`config.mk`:
```
export PLATFORM = sky130hd
export DESIGN_NAME = qam_demap_arbiter
export DESIGN_NICKNAME = d
export VERILOG_FILES = /design/src/rtl/qam_demap_pkg.sv /design/src/rtl/qam_demap_latency_pipe.sv /design/src/rtl/qam_demap_arbiter.sv
export SDC_FILE = /design/constraint.sdc
export NUM_CORES = 1
export LEC_CHECK = 0
export ABC_AREA = 0
export CAP_MARGIN = 0
export CORE_MARGIN = 3
export CORE_UTILIZATION = 51
export CTS_CLUSTER_SIZE = 25
export DETAILED_ROUTE_END_ITERATION = 10
export GPL_TIMING_DRIVEN = 0
export HOLD_SLACK_MARGIN = 0.03
export PLACE_DENSITY = 0.91
export SYNTH_ARGS = -nofsm -noshare
export SYNTH_HDL_FRONTEND = slang
export SYNTH_SLANG_ARGS = --single-unit
export TNS_END_PERCENT = 10
```
`constraint.sdc`:
```
create_clock -name dclk -period 4.85 [get_ports dclk]
set_input_delay 1.455 -clock dclk [delete_from_list [all_inputs] [get_ports dclk]]
set_output_delay 1.455 -clock dclk [all_outputs]
set_load 0.05 [all_outputs]
```
`src/rtl/qam_demap_pkg.sv`:
```
// Shared definitions for the two-channel QAM demapper arbiter: state encoding,
// demapper latency, starvation timeout and the round-robin owner choice.
package qam_demap_pkg;

    typedef enum logic [1:0] {
        StIdle   = 2'b00,
        StGrant  = 2'b01,
        StStream = 2'b10,
        StDrain  = 2'b11
    } arb_state_e;

    // Cycles from an input pop to the matching output push.
    localparam int unsigned LAT       = 2;
    // Consecutive starved STREAM cycles that abort a frame (optional feature).
    localparam int unsigned TIMEOUT   = 64;
    localparam int unsigned TIMEOUT_W = $clog2(TIMEOUT + 1);

    // Prefer the non-empty channel that was not served last; fall back to the
    // last-served channel only if it is the sole non-empty one.
    function automatic logic pick_owner(input logic [1:0] rdempty, input logic last_served);
        logic other;
        other = ~last_served;
        if (!rdempty[other]) begin
            return other;
        end else if (!rdempty[last_served]) begin
            return last_served;
        end
        return other;
    endfunction

endpackage

```
`src/rtl/qam_demap_latency_pipe.sv`:
```
// LAT-deep valid/tag shift register mirroring the demapper datapath latency.
// out_valid is the input valid delayed LAT cycles; empty is high when no beat
// is in flight.
module qam_demap_latency_pipe
    import qam_demap_pkg::*;
(
    input  logic clk,
    input  logic reset,
    input  logic in_valid,
    input  logic in_tag,
    output logic out_valid,
    output logic out_tag,
    output logic empty
);

    logic [LAT-1:0] valid_q;
    logic [LAT-1:0] tag_q;

    // Shift valid and channel tag one stage per cycle; reset drops all beats.
    always_ff @(posedge clk) begin
        if (reset) begin
            valid_q <= '0;
            tag_q   <= '0;
        end else begin
            valid_q <= {valid_q[LAT-2:0], in_valid};
            tag_q   <= {tag_q[LAT-2:0], in_tag};
        end
    end

    assign out_valid = valid_q[LAT-1];
    assign out_tag   = valid_q[LAT-1] & tag_q[LAT-1];
    assign empty     = ~|valid_q;

endmodule

```
`src/rtl/qam_demap_arbiter.sv`:
```
// Two-channel frame arbiter for a shared QAM demapper datapath.
// Whole frames are granted round-robin; the owner is popped while the output
// FIFO has room, and writes follow reads LAT cycles later.
// Optional feature: define QAM_ARB_TIMEOUT_EN to abort a frame after TIMEOUT
// consecutive starved STREAM cycles (frame_abort pulses with frame_done).
module qam_demap_arbiter
    import qam_demap_pkg::*;
#(
    parameter int unsigned FLEN_W = 8
) (
    input  logic              dclk,
    input  logic              reset,
    input  logic              enable,
    input  logic [1:0]        rdempty,
    input  logic              wfull,
    input  logic [FLEN_W-1:0] frame_len,
    output logic [1:0]        read_enable,
    output logic              write_enable,
    output logic              wr_chan,
    output logic [1:0]        frame_done,
    output logic              frame_abort,
    output logic              busy,
    output logic [1:0]        state
);

    arb_state_e        state_q;
    logic [FLEN_W-1:0] count_q;
    logic              owner_q;
    logic              last_served_q;
    logic [1:0]        frame_done_q;
    logic              rd;
    logic              pipe_empty;
    logic              drain_done;
    logic              stall_hit;

    // Pop strobe is combinational so a stall on empty/full costs no cycle.
    assign rd = ~reset & (state_q == StStream) & enable & ~rdempty[owner_q] & ~wfull;
    assign read_enable = {rd & owner_q, rd & ~owner_q};
    assign drain_done  = (state_q == StDrain) & pipe_empty;

    qam_demap_latency_pipe u_pipe (
        .clk       (dclk),
        .reset     (reset),
        .in_valid  (rd),
        .in_tag    (owner_q),
        .out_valid (write_enable),
        .out_tag   (wr_chan),
        .empty     (pipe_empty)
    );

`ifdef QAM_ARB_TIMEOUT_EN
    logic [TIMEOUT_W-1:0] stall_q;
    logic                 abort_pend_q;
    logic                 frame_abort_q;

    // stall_q holds the number of starved STREAM cycles before this one.
    assign stall_hit = (state_q == StStream) & rdempty[owner_q]
                     & (stall_q == TIMEOUT_W'(TIMEOUT - 1));

    // Count consecutive starved cycles and remember an abort until DRAIN ends.
    always_ff @(posedge dclk) begin
        if (reset) begin
            stall_q       <= '0;
            abort_pend_q  <= 1'b0;
            frame_abort_q <= 1'b0;
        end else begin
            if (state_q != StStream || !rdempty[owner_q] || stall_hit) begin
                stall_q <= '0;
            end else begin
                stall_q <= stall_q + 1'b1;
            end
            if (stall_hit) begin
                abort_pend_q <= 1'b1;
            end else if (drain_done) begin
                abort_pend_q <= 1'b0;
            end
            frame_abort_q <= drain_done & abort_pend_q;
        end
    end

    assign frame_abort = frame_abort_q;
`else
    assign stall_hit   = 1'b0;
    assign frame_abort = 1'b0;
`endif

    // Frame FSM: grant, stream count_q symbols, drain the pipe, report done.
    always_ff @(posedge dclk) begin
        if (reset) begin
            state_q       <= StIdle;
            count_q       <= '0;
            owner_q       <= 1'b0;
            last_served_q <= 1'b1;
            frame_done_q  <= '0;
        end else begin
            frame_done_q <= '0;
            case (state_q)
                StIdle: begin
                    if (enable && rdempty != 2'b11) begin
                        state_q <= StGrant;
                    end
                end
                StGrant: begin
                    owner_q <= pick_owner(rdempty, last_served_q);
                    // frame_len of 0 wraps to 2^FLEN_W reads naturally.
                    count_q <= frame_len;
                    state_q <= StStream;
                end
                StStream: begin
                    if (rd) begin
                        count_q <= count_q - 1'b1;
                        if (count_q == FLEN_W'(1)) begin
                            state_q <= StDrain;
                        end
                    end else if (stall_hit) begin
                        state_q <= StDrain;
                    end
                end
                StDrain: begin
                    if (pipe_empty) begin
                        frame_done_q  <= owner_q ? 2'b10 : 2'b01;
                        last_served_q <= owner_q;
                        state_q       <= StIdle;
                    end
                end
                default: state_q <= StIdle;
            endcase
        end
    end

    assign frame_done = frame_done_q;
    assign busy       = (state_q != StIdle);
    assign state      = state_q;

endmodule

```
==> flow_summary.ini, run 1 <==
[run_status]
outcome = finished, final reports clean

[critical_path]
worst_path_largest_cell_delay_ns = 0.56
critical-path-slowest-cell = sky130_fd_sc_hd__dlygate4sd2_1
timing.critical_path.to_type = output pin
reg2reg_setup_slack_ns = 2.62
critPathTopFamily = buffers and inverters
worstSetupPathType = in2out
timing.rr.end = count_q[3]$_SDFFE_PP0P_
crit_path_cell_chain = clkdlybuf4s50_1, nand4bb_2, nor3_1, dlygate4sd2_1
reg2reg_from = state[0]$_SDFFE_PP0P_
worstPathMaxFanout = 8
reg2reg_depth = 7
critical_path_arrival_ns = 3.11
critical_path.startpoint_type = input pin
worst-endpoint-required_ns = 3.39
worstPathBufferInverterCount = 2

[global_routing]
grt_overflow_total = 0
antenna_found_initial = 0
first_global_vias = 919
global_route.usage.total_pct = 20.2
grt_start_max_net_pins = 11
grt_pass1_wl_um = 3940

[pwr]
static-leakage-power_uw = 0.000493
pwr_per_cell_area_nw_per_um2 = 523
power.ir.vdd_worst_uv = 464

[clocking]
htreeDepth = 1
cts_hold_repair.buffers = 0
cts-root-buf = sky130_fd_sc_hd__clkbuf_4
cts_num_sinks = 18
clk_transition_reported_paths_ns = 0.10
clk-insertion-delay-late_ns = 0.29
post_cts_resize_count = 2
cts.path.max_buffers = 2
cts.repair_timing.setup_buffer_count = 0
cts_tree = done
cts_made_buffers = 3

[timing]
clock_skew_after_layout_ns = 0.00249
tightest_slew_ns = 0.653
fmax_mhz = 219
post-route-min-period_ns = 4.56
setup-tns-final_ns = 0
layout_worst_path_cycle_share_pct = 94.1
worst_slew_margin_rel_pct = 56.2
setup_violations = 0
hold_viol = 0
timing_max_transition_violations_final = 0
grt_setup_unrepaired = no

[placement]
dp_hpwl_um = 1740
post_dp_cell_area_um2 = 1210
portBuffers = 22
gp_congestion = 0.821

[drt]
final_ant_viol_nets = 0
vias = 934
wl_per_cell_um = 13.5
finalWirelength_um = 2300
length_of_the_first_detailed_routing_pass_in_iterations = 4
drc_errors = 0
first_iter_violations = 21
route.detailed.vias_per_inst = 5.49

[final_layout]
layout.cell_area.non_filler_um2 = 1250
insertedDiodeCount = 0
area_growth_syn_to_layout_pct = 29.6
post_route_cells_drive_above_1_share_pct = 6.90
layout.nets = 166

[worst_hold_path]
startpoint_of_the_worst_hold_path = u_pipe.tag_q[0]$_SDFF_PP0_
cells_on_worst_hold_path = 1
holdCritPathClass = reg2reg
worst_hold_path.endpoint = u_pipe.tag_q[1]$_SDFF_PP0_

[run]
drv.max_cap_violation_count = 0

[synthesis]
synth.area.top_cells = sky130_fd_sc_hd__dfxtp_1, sky130_fd_sc_hd__ha_1, sky130_fd_sc_hd__a21oi_1
synth_largest_type_area_fraction_pct = 37.5
postSynthAreaPerCell_um2 = 8.09
netlist.top_cell.by_area = sky130_fd_sc_hd__dfxtp_1
syn_inst = 119
synthesis.nets = 139
seq_area_frac_synth_pct = 37.5
post_synthesis_cell_area_um2 = 962
ys_seq_elements = 18
ys_warn_count = 0
synthDistinctLibCells = 34

[floorplanning]
design.portCount = 24
floorplan.core_area_um2 = 1750
die_height_um = 49.4
floorplan.initialDensity_pct = 55.1
die_area_um2 = 2440
core.rowCount = 15
die_width_um = 49.4
==> cells in the mapped netlist, drive strengths merged <==
cell type / count
a311oi: 1
buf: 1
a31o: 1
or3: 1
nor3: 6
nand2b: 1
a22o: 2
o21ai: 10
clkbuf: 2
inv: 10
and2: 3
o211ai: 1
a22oi: 1
and2b: 2
a211o: 1
a211oi: 1
nand4: 1
o22ai: 1
nor2: 9
nor2b: 6
a32oi: 1
o31ai: 1
a21oi: 12
and3: 2
ha: 6
nor3b: 1
dfxtp: 18
nand2: 8
conb: 1
nand4bb: 1
nor4: 1
a31oi: 1
nand3: 5
==> flip-flops by register name (all words and copies together) (netlist names) <==
name and count:
frame_done 2, u_pipe.tag_q 2, state 2, last_served_q 1, u_pipe.valid_q 2, count_q 8
owner_q 1
==> how the worst max path moves through the flow <==
stage          start             end  slack, ns  cells after the start
2_1_floorplan  wfull  read_enable[1]       0.49                      2
3_3_place_gp   reset  read_enable[1]      0.008                      4
3_5_place_dp   reset  read_enable[1]      0.004                      4
4_1_cts        reset  read_enable[1]       0.28                      4
5_1_grt        reset  read_enable[1]       0.19                      4
6_report       reset  read_enable[0]       0.29                      4
==> routing by layer <==
layer	track usage (%)	wire (um)	vias to the layer above
li1	-	-	469
met1	24.0	1010	433
met2	35.9	1140	30
met3	3.98	122	2
met4	6.45	23	0
met5	0	0	-
==> through the flow <==
stage	instances	utilization (%)	power, uW	hold slack (ns)	worst slack (ns)
global placement	166	69.5	540	0.425	0.00826
floorplan	119	-	461	0.414	0.485
CTS	170	71.5	652	0.461	0.276
global route	170	71.5	706	0.478	0.190
detailed placement	166	69.5	559	0.441	0.00351
finish	170	71.5	652	0.457	0.285
==> cells in the final DEF, fill, tap and decap left out, types with 2 or more instances in the layout <==
master                            netlist  routed
sky130_fd_sc_hd__nor2_1                 9       9
sky130_fd_sc_hd__dfxtp_1               18      18
sky130_fd_sc_hd__and2b_1                2       2
sky130_fd_sc_hd__clkbuf_1               2       2
sky130_fd_sc_hd__dlygate4sd2_1          0       2
sky130_fd_sc_hd__nor2b_1                6       6
sky130_fd_sc_hd__a22o_1                 2       2
sky130_fd_sc_hd__nand2_1                8       8
sky130_fd_sc_hd__o21ai_0                9       9
sky130_fd_sc_hd__ha_1                   6       6
sky130_fd_sc_hd__nor3_1                 6       6
sky130_fd_sc_hd__clkdlybuf4s50_1        0      20
sky130_fd_sc_hd__a21oi_1               12      12
sky130_fd_sc_hd__clkbuf_4               0       3
sky130_fd_sc_hd__and2_1                 3       3
sky130_fd_sc_hd__and3_1                 2       2
sky130_fd_sc_hd__inv_1                 10      10
sky130_fd_sc_hd__nand3_1                5       5
==> report_power, final <==
part	internal, uW	switching, uW	total, uW
combinational	126	212	338
clock	45.7	47.3	93.0
sequential	185	36.2	221
total	356	296	652
==> cell type report <==
type                    count  area [um^2]
repair buffers             22          218
fillers                   144          498
clock buffers               4         36.3
multi-input cells          88          549
inverters                  10         37.5
well taps                  25         31.3
flip-flops and latches     18          360
plain buffers               3         15.0
==> cell families after synthesis <==
group | count (synthesis) | synth area share [%]
AOI/OAI and AO/OA | 34 | 22.2
DFF | 18 | 37.5
buffers and inverters | 13 | 5.46
adders and majority gates | 6 | 7.80
other | 1 | 0.390
and+or+nand+nor | 47 | 26.7
Note: power is estimated with default switching activity, not from simulation.
==> inputs of run 2 (changes only) <==
REMOVE_ABC_BUFFERS = 1   (was default)
TNS_END_PERCENT = default   (was 10)
==> flow_summary.ini, run 2 (synthesis gave the netlist of run 1 again) <==
[clocking]
cts-root-buf = sky130_fd_sc_hd__clkbuf_4
cts_tree = done
htreeDepth = 1
clk-insertion-delay-late_ns = 0.30
cts_hold_repair.buffers = 0
cts.path.max_buffers = 2
cts_num_sinks = 18
cts_made_buffers = 3
clk_transition_reported_paths_ns = 0.10

[global_routing]
first_global_vias = 897
grt_overflow_total = 0
grt_pass1_wl_um = 3890
global_route.usage.total_pct = 20.3
grt_start_max_net_pins = 18
antenna_found_initial = 0

[drt]
drc_errors = 0
wl_per_cell_um = 13.3
final_ant_viol_nets = 0
route.detailed.vias_per_inst = 5.60
first_iter_violations = 33
length_of_the_first_detailed_routing_pass_in_iterations = 4
finalWirelength_um = 2220
vias = 935

[floorplanning]
die_height_um = 49.4
floorplan.initialDensity_pct = 55.1
die_width_um = 49.4
core.rowCount = 15
die_area_um2 = 2440
floorplan.core_area_um2 = 1750
design.portCount = 24

[pwr]
p_int_uw = 355
clock_power_share_pct = 14.7
power.total_uw = 650
static-leakage-power_uw = 0.000478
power.ir.vdd_worst_uv = 307
seq_power_share_pct = 34.1
switching_share_pct = 45.4
power.share.combinational_pct = 51.2
pwr_per_cell_area_nw_per_um2 = 531
power_switching_uw = 295

[final_layout]
insertedDiodeCount = 0
regArea_um2 = 360
layout.cell_area.non_filler_um2 = 1220
layout.cells.most_common_list = sky130_fd_sc_hd__clkdlybuf4s50_1, sky130_fd_sc_hd__dfxtp_1, sky130_fd_sc_hd__a21oi_1
area_growth_syn_to_layout_pct = 27.3
multi_input_logic_area_um2 = 549
layout.cells.most_common = sky130_fd_sc_hd__clkdlybuf4s50_1
post_route_cells_drive_above_1_share_pct = 7.75
fillCellCount = 141
largest_reg_flops = 8
layout.nets = 163
register_bank_with_the_most_flops = count_q

[timing]
tightest_slew_ns = 0.673
clock_skew_after_layout_ns = 0.00233
layout_worst_path_cycle_share_pct = 95.3
setup_violations = 0
post-route-min-period_ns = 4.62
grt_setup_unrepaired = no
timing_max_transition_violations_final = 0
hold_viol = 0
final.hold.worst_slack_ns = 0.448
fmax_mhz = 216
worst_slew_margin_rel_pct = 54.8
setup-tns-final_ns = 0

[worst_hold_path]
holdCritPathClass = reg2reg
startpoint_of_the_worst_hold_path = u_pipe.tag_q[0]$_SDFF_PP0_

[critical_path]
timing.critical_path.to_type = output pin
crit_path_cell_chain = clkdlybuf4s50_1, nand4bb_2, nor3b_1, clkbuf_2
worstPathMaxFanout = 17
critical-path-slowest-cell = sky130_fd_sc_hd__clkdlybuf4s50_1
startpoint = reset
critical_path_arrival_ns = 3.17
critical_path.startpoint_type = input pin
reg2reg_from = state[0]$_SDFFE_PP0P_
worst-endpoint-required_ns = 3.39
worst_path_largest_cell_delay_ns = 0.73
worstSetupPathType = in2out

[placement]
dp_hpwl_um = 1580
portBuffers = 22
gp_congestion = 0.835
post_dp_cell_area_um2 = 1200

[run]
drv.max_cap_violation_count = 0

[run_status]
outcome = finished, final reports clean
==> run 2: metrics by stage <==
stage | util, % | cells | worst slack [ns]
after CTS | 70.6 | 167 | 0.00550
after global placement | 68.7 | 163 | -0.268
after global routing | 70.2 | 167 | 0.188
final | 70.2 | 167 | 0.228
after floorplan | - | 116 | 0.485
after detailed placement | 68.7 | 163 | -0.275
==> run 2: layer usage <==
metal / track usage [%] / wire length, um
met1: 25.3 / 1040
met3: 3.36 / 60
met2: 33.3 / 1090
met5: 0 / 0
met4: 11.1 / 30
==> run 2: worst paths after layout <==
| path | to | slack (ns) | cells past startpoint |
|---|---|---|---|
| max | read_enable[1] | 0.23 | 4 |
| min | u_pipe.tag_q[1]$_SDFF_PP0_ | 0.45 | 1 |
| max reg2reg | count_q[3]$_SDFFE_PP0P_ | 2.65 | 7 |
| min reg2reg | u_pipe.tag_q[1]$_SDFF_PP0_ | 0.45 | 1 |
==> run 2: area by class of cell <==
type,count,share of cell area (%)
multi-input combinational,88,44.8
sequential,18,29.4
timing repair buffer,22,17.2
inverter,10,3.06
tap,25,2.55
clock buffer,4,2.96
==> run 2: repair_timing <==
action / CTS / global route
cloned: 0 / 0
endpoints found under the setup margin: 2 / 2
gates resized for setup: 2 / 6
setup buffers: 0 / 0
==> run 2: power by group through the flow <==
stage | sequential [uW] | clock, uW | combinational [uW]
global placement | 221 | 0 | 316
finish | 222 | 95.7 | 333
global route | 228 | 105 | 371
detailed placement | 223 | 0 | 328
floorplan | 242 | 0 | 216
CTS | 220 | 97.6 | 331
==> run 2: critical path: cells and delay by family <==
family	cells	cell delay, ns
buffers and inverters	2	1.04
AND/OR/NAND/NOR	2	0.67
==> inputs of run 3 (changes only) <==
SLEW_MARGIN = 20   (was default)
==> results of run 3 <==
No change in the layout: final DEF, timing and power equal those of run 2.
==> RTL change (flow settings as in run 2) <==
The option `QAM_ARB_TIMEOUT_EN` is turned on by a define.
--- a/src/rtl/qam_demap_arbiter.sv
+++ b/src/rtl/qam_demap_arbiter.sv
@@ -3,6 +3,8 @@
 // FIFO has room, and writes follow reads LAT cycles later.
 // Optional feature: define QAM_ARB_TIMEOUT_EN to abort a frame after TIMEOUT
 // consecutive starved STREAM cycles (frame_abort pulses with frame_done).
+`define QAM_ARB_TIMEOUT_EN
+
 module qam_demap_arbiter
     import qam_demap_pkg::*;
 #(
Check against the original RTL: same outputs for any inputs over 10 cycles, from zero or initial values and one cycle with reset high; that may be too few to reach the edited logic, so the function may still have changed.
==> RTL change against run 2 <==
Power rose by 5.8%. Synthesized area rose by 43%. Sequential share of layout area rose by 3.3 points. Cell area rose by 35%. Clock power rose by 7%. Worst setup slack improved by 0.24 ns. Routed wire length rose by 29%. Sequential cell count rose by 9. Largest power group is now sequential cells.
==> RTL change: results (changes against run 2) <==
status -> completed
first-pass GRT wire length -> 4.86 mm (+25%)
I/O Buffers -> 23 (+4.5%)
synth cell count leaders -> dfxtp_1, nand2_1, nor2_1, inv_1
sequential fraction of the synthesis area -> 39.3% (+1.9 points)
Clk Latency, worst-skew pair -> 0.33 ns (+0.03 ns)
Slew @ Worst Pin -> 0.677 ns (+0.00404 ns)
GP Congestion -> 0.877 (+5.1%)
Detailed Route Iter0 Violations -> 29 (-12%)
post-synthesis sequential element count -> 27 (+9)
final hold vios -> 0 (unchanged)
Fill cells -> 201 (+43%)
initial antenna violation count -> 0 (unchanged)
WL per Instance -> 13.8 microns (+3.6%)
H-Tree Depth -> 1 (unchanged)
nets -> 200 (+23%)
setup repair bufs after CTS -> 0 (unchanged)
largest cells by area after synthesis -> dfxtp_1, ha_1, nand2_1, a21oi_1, o21ai_0
diode count -> 0 (unchanged)
Clk pin slew, worst setup/hold paths -> 0.15 ns (+0.05 ns)
Pleak -> 0.639 nW (+34%)
share of cells above drive strength 1 -> 7.87% (+0.12 points)
Hold WC Path Type -> reg -> reg
largest registers -> count_q x8, stall_q x7
clock skew -> 0.00201 ns (-0.000314 ns)
WP data arrival -> 2.92 ns (-0.25 ns)
DRT Pass-1 Iters -> 4 (unchanged)
count of cell types in the netlist -> 44 (+29%)
Final Setup Violations -> 0 (unchanged)
Async S/R FF share, synth -> 0% (unchanged)
CTS Buf Count -> 3 (unchanged)
peak supply drop -> 0.333 mV (+8.7%)
pin count of the biggest net entering global routing -> 19 (+1)
clk root buf -> clkbuf_4
total of warnings raised by yosys -> 0 (unchanged)
pre-CTS WS -> -0.265 ns (+0.0100 ns)
vias after detailed routing -> 1190 (+27%)
DP HPWL -> 2.20 mm (+39%)
Mapped Cells -> 155 (+30%)
via/cell ratio -> 5.72 (+2.2%)
Max clock buf depth -> 2 (unchanged)
CP max FO -> 5 (-12)
GR Util All Layers -> 18.6% (-1.7 points)
[RTL change: changes by cell type after synthesis, sizes merged, moves of 3 or more]
cell,before,now
dfxtp,18,27
mux2i,0,3
nand2,8,15
nor2,9,12
xnor2,0,3
[RTL change: metrics by stage]
step / TNS [ns] / power, mW / utilization, % / area (sq um) / hold slack [ns]
finish: 0 / 0.688 / 65.5 / 1650 / 0.462
CTS: 0 / 0.688 / 65.4 / 1650 / 0.462
global placement: -0.434 / 0.572 / 64.3 / 1620 / 0.428
global route: 0 / 0.732 / 65.5 / 1650 / 0.475
floorplan: 0 / 0.502 / - / 1360 / 0.414
detailed placement: -0.515 / 0.587 / 64.3 / 1620 / 0.439
[RTL change: cells by family (layout without fill, tap and decap cells)]
group | after synthesis | count (layout) | synth area share, %
AOI/OAI and AO/OA | 36 | 36 | 18.0
xor gates and xnor gates | 4 | 4 | 2.55
adders and majority gates | 7 | 7 | 6.37
buffers and inverters | 15 | 38 | 4.37
DFF | 27 | 27 | 39.3
muxes | 4 | 4 | 3.55
and+or+nand+nor | 62 | 62 | 25.8
[RTL change: path summary, 6_finish.rpt]
| check | startpoint | endpoint | slack, ns | cells after the start |
|---|---|---|---|---|
| setup reg to reg | state[0]$_SDFFE_PP0P_ | state[0]$_SDFFE_PP0P_ | 2.56 | 6 |
| hold reg to reg | stall_q[0]$_SDFF_PP0_ | stall_q[0]$_SDFF_PP0_ | 0.46 | 1 |
| setup / recovery | enable | read_enable[1] | 0.47 | 4 |
| hold / removal | stall_q[0]$_SDFF_PP0_ | stall_q[0]$_SDFF_PP0_ | 0.46 | 1 |
[RTL change: report_power, final]
part | internal, mW | total, mW | switching, mW
combinational | 0.116 | 0.290 | 0.174
clock | 0.0317 | 0.102 | 0.0702
sequential | 0.257 | 0.296 | 0.0386
[RTL change: per-layer routing]
metal	GRT usage, %	routed length, microns
met4	8.28	36
met3	3.34	184
met1	21.8	1260
met5	0	0
met2	32.9	1380
[RTL change: timing repair]
action                     4_1_cts  5_1_grt
cloned                           0        0
hold endpoints to repair         0        0
resized for setup                2        1
setup endpoints to repair        2        2
[RTL change: worst max-delay path, cell delays in order]
cell and delay (ns):
clkdlybuf4s50_1 0.55, nand4bb_4 0.17, nor3b_1 0.20, dlygate4sd2_1 0.55
[RTL change: layout make-up]
class                      count  area [sq um]  area share, %
inverter                      11          41.3           2.50
tap                           30          37.5           2.27
clock inverter                 1          7.51          0.454
multi-input combinational    113           773           46.8
sequential                    27           541           32.7
clock buffer                   3          22.5           1.36
timing repair buffer          23           230           13.9
